**config.mk**
```make
export PLATFORM = sky130hd
export DESIGN_NAME = dco_period_meter
export DESIGN_NICKNAME = d
export VERILOG_FILES = /design/src/rtl/dco_pkg.sv /design/src/rtl/dco_period_meter_sync.sv /design/src/rtl/dco_period_meter.sv
export SDC_FILE = /design/constraint.sdc
export NUM_CORES = 1
export LEC_CHECK = 0
export CAP_MARGIN = 20
export CORE_ASPECT_RATIO = 1.25
export CORE_MARGIN = 1.5
export CORE_UTILIZATION = 35
export DETAILED_ROUTE_END_ITERATION = 12
export HOLD_SLACK_MARGIN = 0.08
export PLACE_DENSITY = 0.56
export REMOVE_ABC_BUFFERS = 1
export SLEW_MARGIN = 20
export SYNTH_ARGS = -nofsm -noshare
export SYNTH_HDL_FRONTEND = slang
export SYNTH_SLANG_ARGS = --single-unit
```
**constraint.sdc**
```tcl
create_clock -name clk -period 3.56 [get_ports clk]
set_clock_uncertainty 0.2 [all_clocks]
set_input_delay 1.068 -clock clk [delete_from_list [all_inputs] [get_ports clk]]
set_output_delay 1.068 -clock clk [all_outputs]
set_load 0.01 [all_outputs]
```
**src/rtl/dco_pkg.sv**
```systemverilog
// Shared DCO definitions: code width, period landmarks, period->code map.
// Used by both the DCO and the period meter so the two maps stay aligned.
package dco_pkg;

  localparam int DCO_CODE_W = 8;

  localparam logic [7:0] P_MIN  = 8'd3;
  localparam logic [7:0] P_MAX  = 8'd10;
  localparam logic [7:0] P_ZERO = 8'd50;

  typedef enum logic [1:0] {
    IDLE,
    ARM,
    LOCKING,
    LOCKED
  } meter_state_t;

  typedef struct packed {
    logic                  ok;
    logic [DCO_CODE_W-1:0] code;
  } code_dec_t;

  // One-hot bit n <-> half-period P_MIN+n; P_ZERO is the all-off code.
  function automatic code_dec_t period_to_code(input logic [7:0] p);
    code_dec_t d;
    d.ok   = 1'b1;
    d.code = '0;
    unique case (1'b1)
      (p >= P_MIN) && (p <= P_MAX):
        d.code = DCO_CODE_W'(1) << (p - P_MIN);
      p == P_ZERO: ;
      default:
        d.ok = 1'b0;
    endcase
    return d;
  endfunction

endpackage

```
**src/rtl/dco_period_meter_sync.sv**
```systemverilog
// Synchroniser for dco_in plus registered both-edge detector.
// The edge pulse lands one cycle after the synchronised level changes.
module sync_edge_det #(
  parameter int SYNC_STAGES = 2
) (
  input  logic clk,
  input  logic rst,
  input  logic din,
  output logic edge_pulse
);

  logic [SYNC_STAGES-1:0] sync_q;
  logic                   prev_q;

  always_ff @(posedge clk or posedge rst) begin
    if (rst) begin
      sync_q     <= '0;
      prev_q     <= 1'b0;
      edge_pulse <= 1'b0;
    end else begin
      sync_q     <= {sync_q[SYNC_STAGES-2:0], din};
      prev_q     <= sync_q[SYNC_STAGES-1];
      edge_pulse <= sync_q[SYNC_STAGES-1] ^ prev_q;
    end
  end

endmodule

```
**src/rtl/dco_period_meter.sv**
```systemverilog
// Measures DCO half-period in clk cycles and decodes it to the DCO code.
// Tracks lock over repeated equal measurements and flags stalls.
module dco_period_meter
  import dco_pkg::*;
#(
  parameter int SYNC_STAGES = 2,
  parameter int TIMEOUT     = 200,
  parameter int LOCK_COUNT  = 2
) (
  input  logic                  clk,
  input  logic                  rst,
  input  logic                  en,
  input  logic                  dco_in,
  output logic [7:0]            period_out,
  output logic [DCO_CODE_W-1:0] code_out,
  output logic                  code_valid,
  output logic                  locked,
  output logic                  meas_strobe,
  output logic                  bad_period,
  output logic                  stalled
);

  logic         edge_pulse;
  logic [7:0]   cnt;
  logic [3:0]   match_cnt;
  logic [3:0]   match_nxt;
  logic         lock_nxt;
  meter_state_t state;
  code_dec_t    dec;

  sync_edge_det #(
    .SYNC_STAGES(SYNC_STAGES)
  ) u_sync (
    .clk       (clk),
    .rst       (rst),
    .din       (dco_in),
    .edge_pulse(edge_pulse)
  );

  assign dec = period_to_code(cnt);

  // ARM marks the first measurement: nothing valid to compare against yet.
  always_comb begin
    match_nxt = 4'd1;
    if ((state != ARM) && (cnt == period_out))
      match_nxt = (match_cnt == 4'd15) ? match_cnt : match_cnt + 4'd1;
  end

  assign lock_nxt = match_nxt >= 4'(LOCK_COUNT);

  always_ff @(posedge clk or posedge rst) begin
    if (rst) begin
      state       <= IDLE;
      cnt         <= '0;
      match_cnt   <= '0;
      period_out  <= '0;
      code_out    <= '0;
      code_valid  <= 1'b0;
      locked      <= 1'b0;
      meas_strobe <= 1'b0;
      bad_period  <= 1'b0;
      stalled     <= 1'b0;
    end else begin
      meas_strobe <= 1'b0;
      bad_period  <= 1'b0;
      if (!en) begin
        state      <= IDLE;
        cnt        <= '0;
        match_cnt  <= '0;
        locked     <= 1'b0;
        code_valid <= 1'b0;
        stalled    <= 1'b0;
      end else if (state == IDLE) begin
        cnt <= '0;
        if (edge_pulse) begin
          state   <= ARM;
          stalled <= 1'b0;
        end
      end else if (edge_pulse) begin
        cnt         <= '0;
        period_out  <= cnt;
        meas_strobe <= 1'b1;
        bad_period  <= !dec.ok;
        if (dec.ok)
          code_out <= dec.code;
        match_cnt  <= match_nxt;
        state      <= lock_nxt ? LOCKED : LOCKING;
        locked     <= lock_nxt;
        code_valid <= lock_nxt && dec.ok;
      end else if (cnt == 8'(TIMEOUT)) begin
        state      <= IDLE;
        cnt        <= '0;
        match_cnt  <= '0;
        stalled    <= 1'b1;
        locked     <= 1'b0;
        code_valid <= 1'b0;
      end else if (cnt != 8'hFF) begin
        cnt <= cnt + 8'd1;
      end
    end
  end

endmodule

```
==> results.py, run 1 <==
metrics = {
    "detailed_routing": {
        "final_antenna_net_count": 0,
        "drt_iter0_markers": 131,
        "drtPass1Iterations": 4,
        "wl_um": 4140,
        "wire_per_inst_um": 14.3,
        "routed_via_density": 5.31,
        "drc_errors": 0,
        "route.vias.total": 1541,
    },
    "job": {
        "drv_cap": 0,
    },
    "pwr": {
        "power.density_nw_per_um2": 361,
        "p_leak_nw": 1.02,
        "ir_drop_uv": 142,
        "p_total_mw": 0.866,
    },
    "clock_network": {
        "cts.clk_slew.worst_paths_ns": 0.07,
        "htree_levels": 2,
        "cts_resized": 0,
        "cts_hold_buffers": 0,
        "clock_sinks": 39,
        "post_cts_buffers": 0,
        "cts_buffers": 5,
        "cts_buffer_depth": 2,
        "cts-root-buf": "clkbuf_8",
        "clk_latency_ns": 0.29,
        "tritoncts": "yes",
    },
    "worst_setup_path": {
        "worstSetupEndpointType": "register",
        "worstSetupPathType": "in -> reg",
        "crit_arrival_ns": 2.84,
        "worstPathRequired_ns": 3.58,
        "cp_max_fo": 8,
        "crit_path_start_kind": "input port",
    },
    "grt": {
        "grt_pass1_wl_um": 7270,
        "grt_pass1_vias": 1469,
        "grt_start_max_net_pins": 40,
        "grt_overflow": 0,
        "grt_use_total_pct": 14.7,
        "antenna_found_initial": 0,
    },
    "synthesis": {
        "synthCells": 201,
        "async_flop_share_pct": 100,
        "synth_top_cell_area_share_pct": 47.9,
        "ys_ff_latch": 39,
        "synth_area_leaders": "dfrtp_1, xnor2_1, nand2_1",
        "synth_cell_types": 46,
        "synth_warnings": 0,
        "seq_area_frac_synth_pct": 47.9,
        "syn_avg_cell_area_sq_um": 10.1,
        "netlist_area_sq_um": 2040,
        "synth_top_cell_by_area": "dfrtp_1",
        "synth_edf_count": 0,
        "yosys_most_used_dff": "dfrtp_1",
    },
    "timing": {
        "fin_ws_ns": 0.736,
        "grt_setup_unrepaired": "false",
        "layout_min_cycle_time_ns": 2.82,
        "report.final.hold_viol_count": 0,
        "setup_viol": 0,
        "tightest_slew_ns": 0.526,
        "timing.slew.headroom_pct": 64.9,
        "timing.hold.ws_ns": 0.154,
        "report.final.slew_viol_count": 0,
        "fin_setup_tns_ns": 0,
        "timing.final.crit_share_pct": 79.3,
        "max_freq_mhz": 354,
    },
    "placement": {
        "post-place-ws_ns": 0.452,
        "dpl.hpwl_um": 2940,
        "dp.cells": 282,
        "io_buffer_count": 24,
        "gp_congestion": 0.770,
        "placed_area_sq_um": 2310,
    },
    "cells_and_area": {
        "instances_no_fill": 290,
        "final_common_cell": "dfrtp_1",
        "drive_gt1_share_pct": 11.1,
        "final_core_util_pct": 43.4,
        "diodes": 0,
        "syn2layout_area_growth_pct": 17.7,
        "fin_nets": 233,
        "finalInstanceArea_sq_um": 2400,
        "final_cell_mix": "dfrtp_1, nand2_1, clkdlybuf4s50_1",
    },
    "floorplanning": {
        "initial_core_util_pct": 36.9,
        "die_area_sq_um": 6290,
        "die_y_um": 88.3,
        "rows": 30,
        "ioPinCount": 25,
        "fp.dieW_um": 71.2,
        "core_area_sq_um": 5520,
    },
    "hold_path": {
        "hold_path_class": "reg -> reg",
    },
    "outcome": {
        "status": "complete, no violations",
    },
}
-- worst max-delay path, cell delays in order --
cell             delay, ns
clkdlybuf4s50_1       0.56
nand3_1               0.29
buf_4                 0.27
nor4_2                0.39
nand2_1               0.13
o21ai_1               0.13
-- synth_stat cells, drive strengths merged (3+ instances only) --
master	instances
nor2	14
o31ai	3
a21oi	6
mux2	6
and3	7
buf	8
nor4	4
ha	4
xnor2	11
nand3	8
o21ai	14
nand2	25
nand4	6
xor2	6
inv	6
a31oi	5
dfrtp	39
nor3	4
-- where the power goes --
part	switching [mW]	total, mW	internal (mW)
clock network	0.152	0.290	0.138
registers	0.0142	0.470	0.456
logic	0.0629	0.106	0.0428
-- final timing paths --
path	from	endpoint	slack [ns]	depth (start not counted)
setup / recovery	en	code_out[0]	0.74	6
hold / removal	u_sync.sync_q[0]	u_sync.sync_q[1]	0.15	0
setup reg to reg	cnt[0]	cnt[6]	1.29	6
hold reg to reg	u_sync.sync_q[0]	u_sync.sync_q[1]	0.15	0
max in group asynchronous	rst	cnt[3]	1.82	3
min in group asynchronous	rst	period_out[0]	1.00	3
-- area by class of cell --
class	count	area (sq um)
multi-input cells	147	981
flip-flops and latches	39	976
well taps	64	80.1
clock inverters	1	5.00
inverters	6	22.5
fillers	558	3120
clock buffers	7	76.3
repair buffers	26	255
-- metal layers --
metal	track usage, %	vias to the layer above	wire length, um
met5	0	-	0
met4	6.69	0	83
met3	2.96	6	169
met2	22.5	32	1910
met1	20.1	736	1980
li1	-	767	-
-- registers in the layout, summed over array words and instances, names as in the netlist --
register	cells
bad_period	1
cnt	8
code_out	8
code_valid	1
locked	1
match_cnt	4
meas_strobe	1
period_out	8
stalled	1
state	2
u_sync.edge_pulse	1
u_sync.prev_q	1
u_sync.sync_q	2
-- logic make-up (layout without fill, tap and decap cells) --
kind of cell / count (synthesis) / in the layout / synth area share, %
compound gates: 39 / 39 / 12.1
xor+xnor: 17 / 17 / 7.31
fa+ha+maj: 4 / 4 / 2.46
buf+inv: 15 / 40 / 3.87
flops: 39 / 39 / 47.9
mux: 6 / 6 / 3.32
simple gates: 81 / 81 / 23.0
No activity file was read; power rests on OpenSTA's default activity.
==> inputs of run 2 (changes only) <==
==> constraint.sdc (replaced) <==
create_clock -name clk -period 2.7 [get_ports clk]
set_clock_uncertainty 0.2 [all_clocks]
set_input_delay 0.81 -clock clk [delete_from_list [all_inputs] [get_ports clk]]
set_output_delay 0.81 -clock clk [all_outputs]
set_load 0.01 [all_outputs]
==> results.py, run 2 (synthesis results as in run 1) <==
metrics = {
    "clock_network": {
        "cts.clk_slew.worst_paths_ns": 0.07,
        "cts_buffers": 5,
        "cts_buffer_depth": 2,
        "cts-root-buf": "clkbuf_8",
        "tritoncts": "yes",
        "post_cts_buffers": 0,
        "clk_latency_ns": 0.29,
        "cts_resized": 0,
        "htree_levels": 2,
        "clock_sinks": 39,
        "cts_hold_buffers": 0,
    },
    "hold_path": {
        "hold_path_class": "reg -> reg",
    },
    "detailed_routing": {
        "final_antenna_net_count": 0,
        "route.vias.total": 1544,
        "wire_per_inst_um": 15.1,
        "drc_errors": 0,
        "routed_via_density": 5.27,
        "drtPass1Iterations": 4,
        "wl_um": 4420,
        "drt_iter0_markers": 118,
    },
    "timing": {
        "layout_min_cycle_time_ns": 2.30,
        "fin_ws_ns": 0.396,
        "report.final.hold_viol_count": 0,
        "max_freq_mhz": 434,
        "report.final.slew_viol_count": 0,
        "tightest_slew_ns": 0.521,
        "timing.slew.headroom_pct": 65.3,
        "timing.final.crit_share_pct": 85.3,
        "timing.hold.ws_ns": 0.154,
        "fin_setup_tns_ns": 0,
        "setup_viol": 0,
        "grt_setup_unrepaired": "false",
    },
    "floorplanning": {
        "rows": 30,
        "die_y_um": 88.3,
        "initial_core_util_pct": 36.9,
        "fp.dieW_um": 71.2,
        "ioPinCount": 25,
        "die_area_sq_um": 6290,
        "core_area_sq_um": 5520,
    },
    "outcome": {
        "status": "complete, no violations",
    },
    "pwr": {
        "power.density_nw_per_um2": 473,
        "ir_drop_uv": 210,
        "p_leak_nw": 1.04,
    },
    "grt": {
        "antenna_found_initial": 0,
        "grt_pass1_wl_um": 7590,
        "grt_use_total_pct": 15.5,
        "grt_overflow": 0,
        "grt_start_max_net_pins": 40,
        "grt_pass1_vias": 1524,
    },
    "job": {
        "drv_cap": 0,
    },
    "cells_and_area": {
        "drive_gt1_share_pct": 12.2,
        "final_core_util_pct": 43.8,
        "fin_nets": 236,
        "top_regs": "cnt (8), code_out (8), period_out (8)",
        "final_common_cell": "dfrtp_1",
        "syn2layout_area_growth_pct": 18.8,
        "final_cell_mix": "dfrtp_1, nand2_1, clkdlybuf4s50_1",
        "diodes": 0,
    },
    "placement": {
        "dpl.hpwl_um": 3130,
        "io_buffer_count": 24,
        "gp_congestion": 0.796,
        "post-place-ws_ns": 0.133,
    },
    "worst_setup_path": {
        "crit_arrival_ns": 2.30,
        "crit_path_start_kind": "register",
        "worstSetupPathType": "reg -> reg",
        "cp_max_fo": 8,
        "worstPathRequired_ns": 2.70,
        "worstSetupEndpointType": "register",
    },
}
-- run 2: metrics by stage --
stage / instances / cell area, sq um / total power [mW]
6_report: 293 / 2420 / 1.15
2_1_floorplan: 192 / 1980 / 0.724
3_3_place_gp: 285 / 2340 / 0.776
3_5_place_dp: 285 / 2340 / 0.777
4_1_cts: 293 / 2420 / 1.16
5_1_grt: 293 / 2420 / 1.21
-- run 2: final timing paths --
check / start / end / slack [ns] / cells past startpoint
worst min-delay path: u_sync.sync_q[0] / u_sync.sync_q[1] / 0.15 / 0
min in group asynchronous: rst / meas_strobe / 0.74 / 3
worst max-delay path: cnt[0] / cnt[6] / 0.40 / 6
worst max register to register: cnt[0] / cnt[6] / 0.40 / 6
worst min register to register: u_sync.sync_q[0] / u_sync.sync_q[1] / 0.15 / 0
max in group asynchronous: rst / cnt[6] / 1.20 / 3
-- run 2: cell type report --
class                   instances  area [sq um]
inverters                       6          22.5
well taps                      64          80.1
multi-input cells             147           981
repair buffers                 29           278
flip-flops and latches         39           976
clock inverters                 1          5.00
clock buffers                   7          76.3
fillers                       558          3100
-- run 2: worst max-delay path: stages (launching register included) --
cell	delay, ns
dfrtp_1	0.51
inv_1	0.18
ha_1	0.23
nor4b_2	0.16
a41oi_1	0.33
nand3_1	0.33
nor3_1	0.27
-- run 2: report_power, final --
part | leakage, nW | switching (mW) | internal [mW]
sequential | 0.533 | 0.0190 | 0.602
clock | 0.0422 | 0.199 | 0.181
combinational | 0.462 | 0.0848 | 0.0592
-- run 2: layer usage --
metal / wire length (um) / up-vias / GRT usage [%]
li1: - / 765 / -
met1: 2040 / 739 / 20.7
met2: 2100 / 34 / 24.7
met3: 210 / 6 / 3.42
met4: 72 / 0 / 5.66
met5: 0 / - / 0
==> inputs of run 3 (changes only) <==
--- a/config.mk
+++ b/config.mk
@@ -6,7 +6,7 @@
 export NUM_CORES = 1
 export LEC_CHECK = 0
 export CAP_MARGIN = 20
-export CORE_ASPECT_RATIO = 1.25
+export CORE_ASPECT_RATIO = 0.8
 export CORE_MARGIN = 1.5
 export CORE_UTILIZATION = 35
 export DETAILED_ROUTE_END_ITERATION = 12
==> results.py, run 3 (synthesis results as in run 1) <==
metrics = {
    "timing": {
        "fin_setup_tns_ns": 0,
        "fin_ws_ns": 0.413,
        "timing.final.crit_share_pct": 84.7,
        "timing.hold.ws_ns": 0.153,
        "setup_viol": 0,
        "grt_setup_unrepaired": "false",
        "max_freq_mhz": 437,
        "layout_min_cycle_time_ns": 2.29,
        "report.final.hold_viol_count": 0,
        "timing.slew.headroom_pct": 65.4,
        "tightest_slew_ns": 0.519,
        "report.final.slew_viol_count": 0,
    },
    "detailed_routing": {
        "wire_per_inst_um": 13.9,
        "drt_iter0_markers": 48,
        "wl_um": 4270,
        "routed_via_density": 5.08,
        "drtPass1Iterations": 4,
        "route.vias.total": 1554,
        "final_antenna_net_count": 0,
        "drc_errors": 0,
    },
    "placement": {
        "post-place-ws_ns": 0.173,
        "io_buffer_count": 24,
        "dpl.hpwl_um": 3010,
        "placed_area_sq_um": 2350,
        "gp_congestion": 0.776,
        "dp.cells": 298,
    },
    "worst_setup_path": {
        "cp_max_fo": 3,
        "crit_arrival_ns": 1.28,
        "crit_chain": "clkdlybuf4s50_1",
        "crit_path_start_kind": "register",
        "worstSetupEndpointType": "primary output",
        "worstSetupPathType": "reg -> out",
        "crit_family": "buffers and inverters",
        "reg2reg_depth": 6,
        "timing.rr.start": "cnt[0]",
        "crit_buf_inv": 1,
        "crit_path_top_delay_cell": "clkdlybuf4s50_1",
        "r2r_setup_slack_ns": 0.42,
        "slowest_delay_ns": 0.57,
        "reg2reg_to": "cnt[6]",
        "worstPathRequired_ns": 1.69,
    },
    "clock_network": {
        "cts_buffers": 5,
        "cts-root-buf": "clkbuf_8",
        "tritoncts": "yes",
        "post_cts_buffers": 0,
        "cts_buffer_depth": 2,
        "htree_levels": 2,
        "cts_hold_buffers": 0,
        "cts.clk_slew.worst_paths_ns": 0.08,
        "clk_latency_ns": 0.29,
        "clock_sinks": 39,
        "cts_resized": 0,
    },
    "cells_and_area": {
        "register_area_sq_um": 976,
        "multiInputGateArea_sq_um": 981,
        "instances_no_fill": 306,
        "syn2layout_area_growth_pct": 21.1,
        "fin_nets": 235,
        "drive_gt1_share_pct": 12.7,
        "diodes": 0,
        "final_common_cell": "dfrtp_1",
        "finalInstanceArea_sq_um": 2460,
        "final_cell_mix": "dfrtp_1, nand2_1, clkdlybuf4s50_1",
        "fill_cells": 574,
        "top_regs": "cnt (8), code_out (8), period_out (8)",
    },
    "floorplanning": {
        "initial_core_util_pct": 36.8,
        "rows": 24,
        "ioPinCount": 25,
        "die_area_sq_um": 6290,
        "core_area_sq_um": 5530,
        "fp.dieW_um": 88.3,
        "die_y_um": 71.2,
    },
    "hold_path": {
        "holdPathEnd": "u_sync.sync_q[1]",
        "hold_path_startpoint": "u_sync.sync_q[0]",
        "hold_depth": 0,
        "hold_path_class": "reg -> reg",
    },
    "grt": {
        "grt_use_total_pct": 14.8,
        "grt_start_max_net_pins": 40,
        "antenna_found_initial": 0,
        "grt_overflow": 0,
        "grt_pass1_vias": 1470,
        "grt_pass1_wl_um": 7320,
    },
    "job": {
        "drv_cap": 0,
    },
    "outcome": {
        "status": "complete, no violations",
    },
    "pwr": {
        "p_leak_nw": 1.05,
        "power.density_nw_per_um2": 515,
        "ir_drop_uv": 381,
    },
}
==> run 3: through the flow <==
step / util, % / total power, mW
finish: 44.6 / 1.27
global placement: 42.5 / 0.776
global route: 44.6 / 1.33
floorplan: - / 0.724
CTS: 44.6 / 1.29
detailed placement: 42.5 / 0.777
==> run 3: how the worst max path moves through the flow <==
stage / from / to / slack (ns) / depth (start not counted)
floorplan: en / period_out[2] / 0.68 / 3
global placement: en / code_out[1] / 0.25 / 5
detailed placement: en / match_cnt[1] / 0.17 / 5
CTS: period_out[2] / period_out[2] / 0.40 / 1
global route: cnt[0] / cnt[6] / 0.16 / 6
finish: period_out[2] / period_out[2] / 0.41 / 1
==> run 3: layer usage <==
metal	GRT usage, %	up-vias	routed length, um
met4	2.78	0	14
met2	19.8	36	1670
li1	-	761	-
met3	3.57	2	168
met5	0	-	0
met1	24.1	755	2410
==> run 3: where the power goes <==
| part | internal, mW | switching, mW | leakage, nW | total, mW |
|---|---|---|---|---|
| registers | 0.601 | 0.0187 | 0.533 | 0.620 |
| logic | 0.0587 | 0.0837 | 0.456 | 0.142 |
| clock network | 0.299 | 0.208 | 0.0612 | 0.507 |
| total | 0.959 | 0.311 | 1.05 | 1.27 |
==> run 3: area by class of cell <==
class / instances / share of cell area [%]
multi-input combinational: 147 / 39.8
clock buffer: 6 / 3.35
tap: 78 / 3.96
timing repair buffer: 28 / 11.0
inverter: 6 / 0.914
clock inverter: 2 / 1.42
sequential: 39 / 39.6
==> run 3: worst reg2reg max path, delay by kind of cell, from the launching register on <==
kind	cells	cell delay (ns)
and+or+nand+nor	3	0.76
adders and majority gates	1	0.22
buffers and inverters	1	0.18
DFF	1	0.51
AOI/OAI and AO/OA	1	0.33
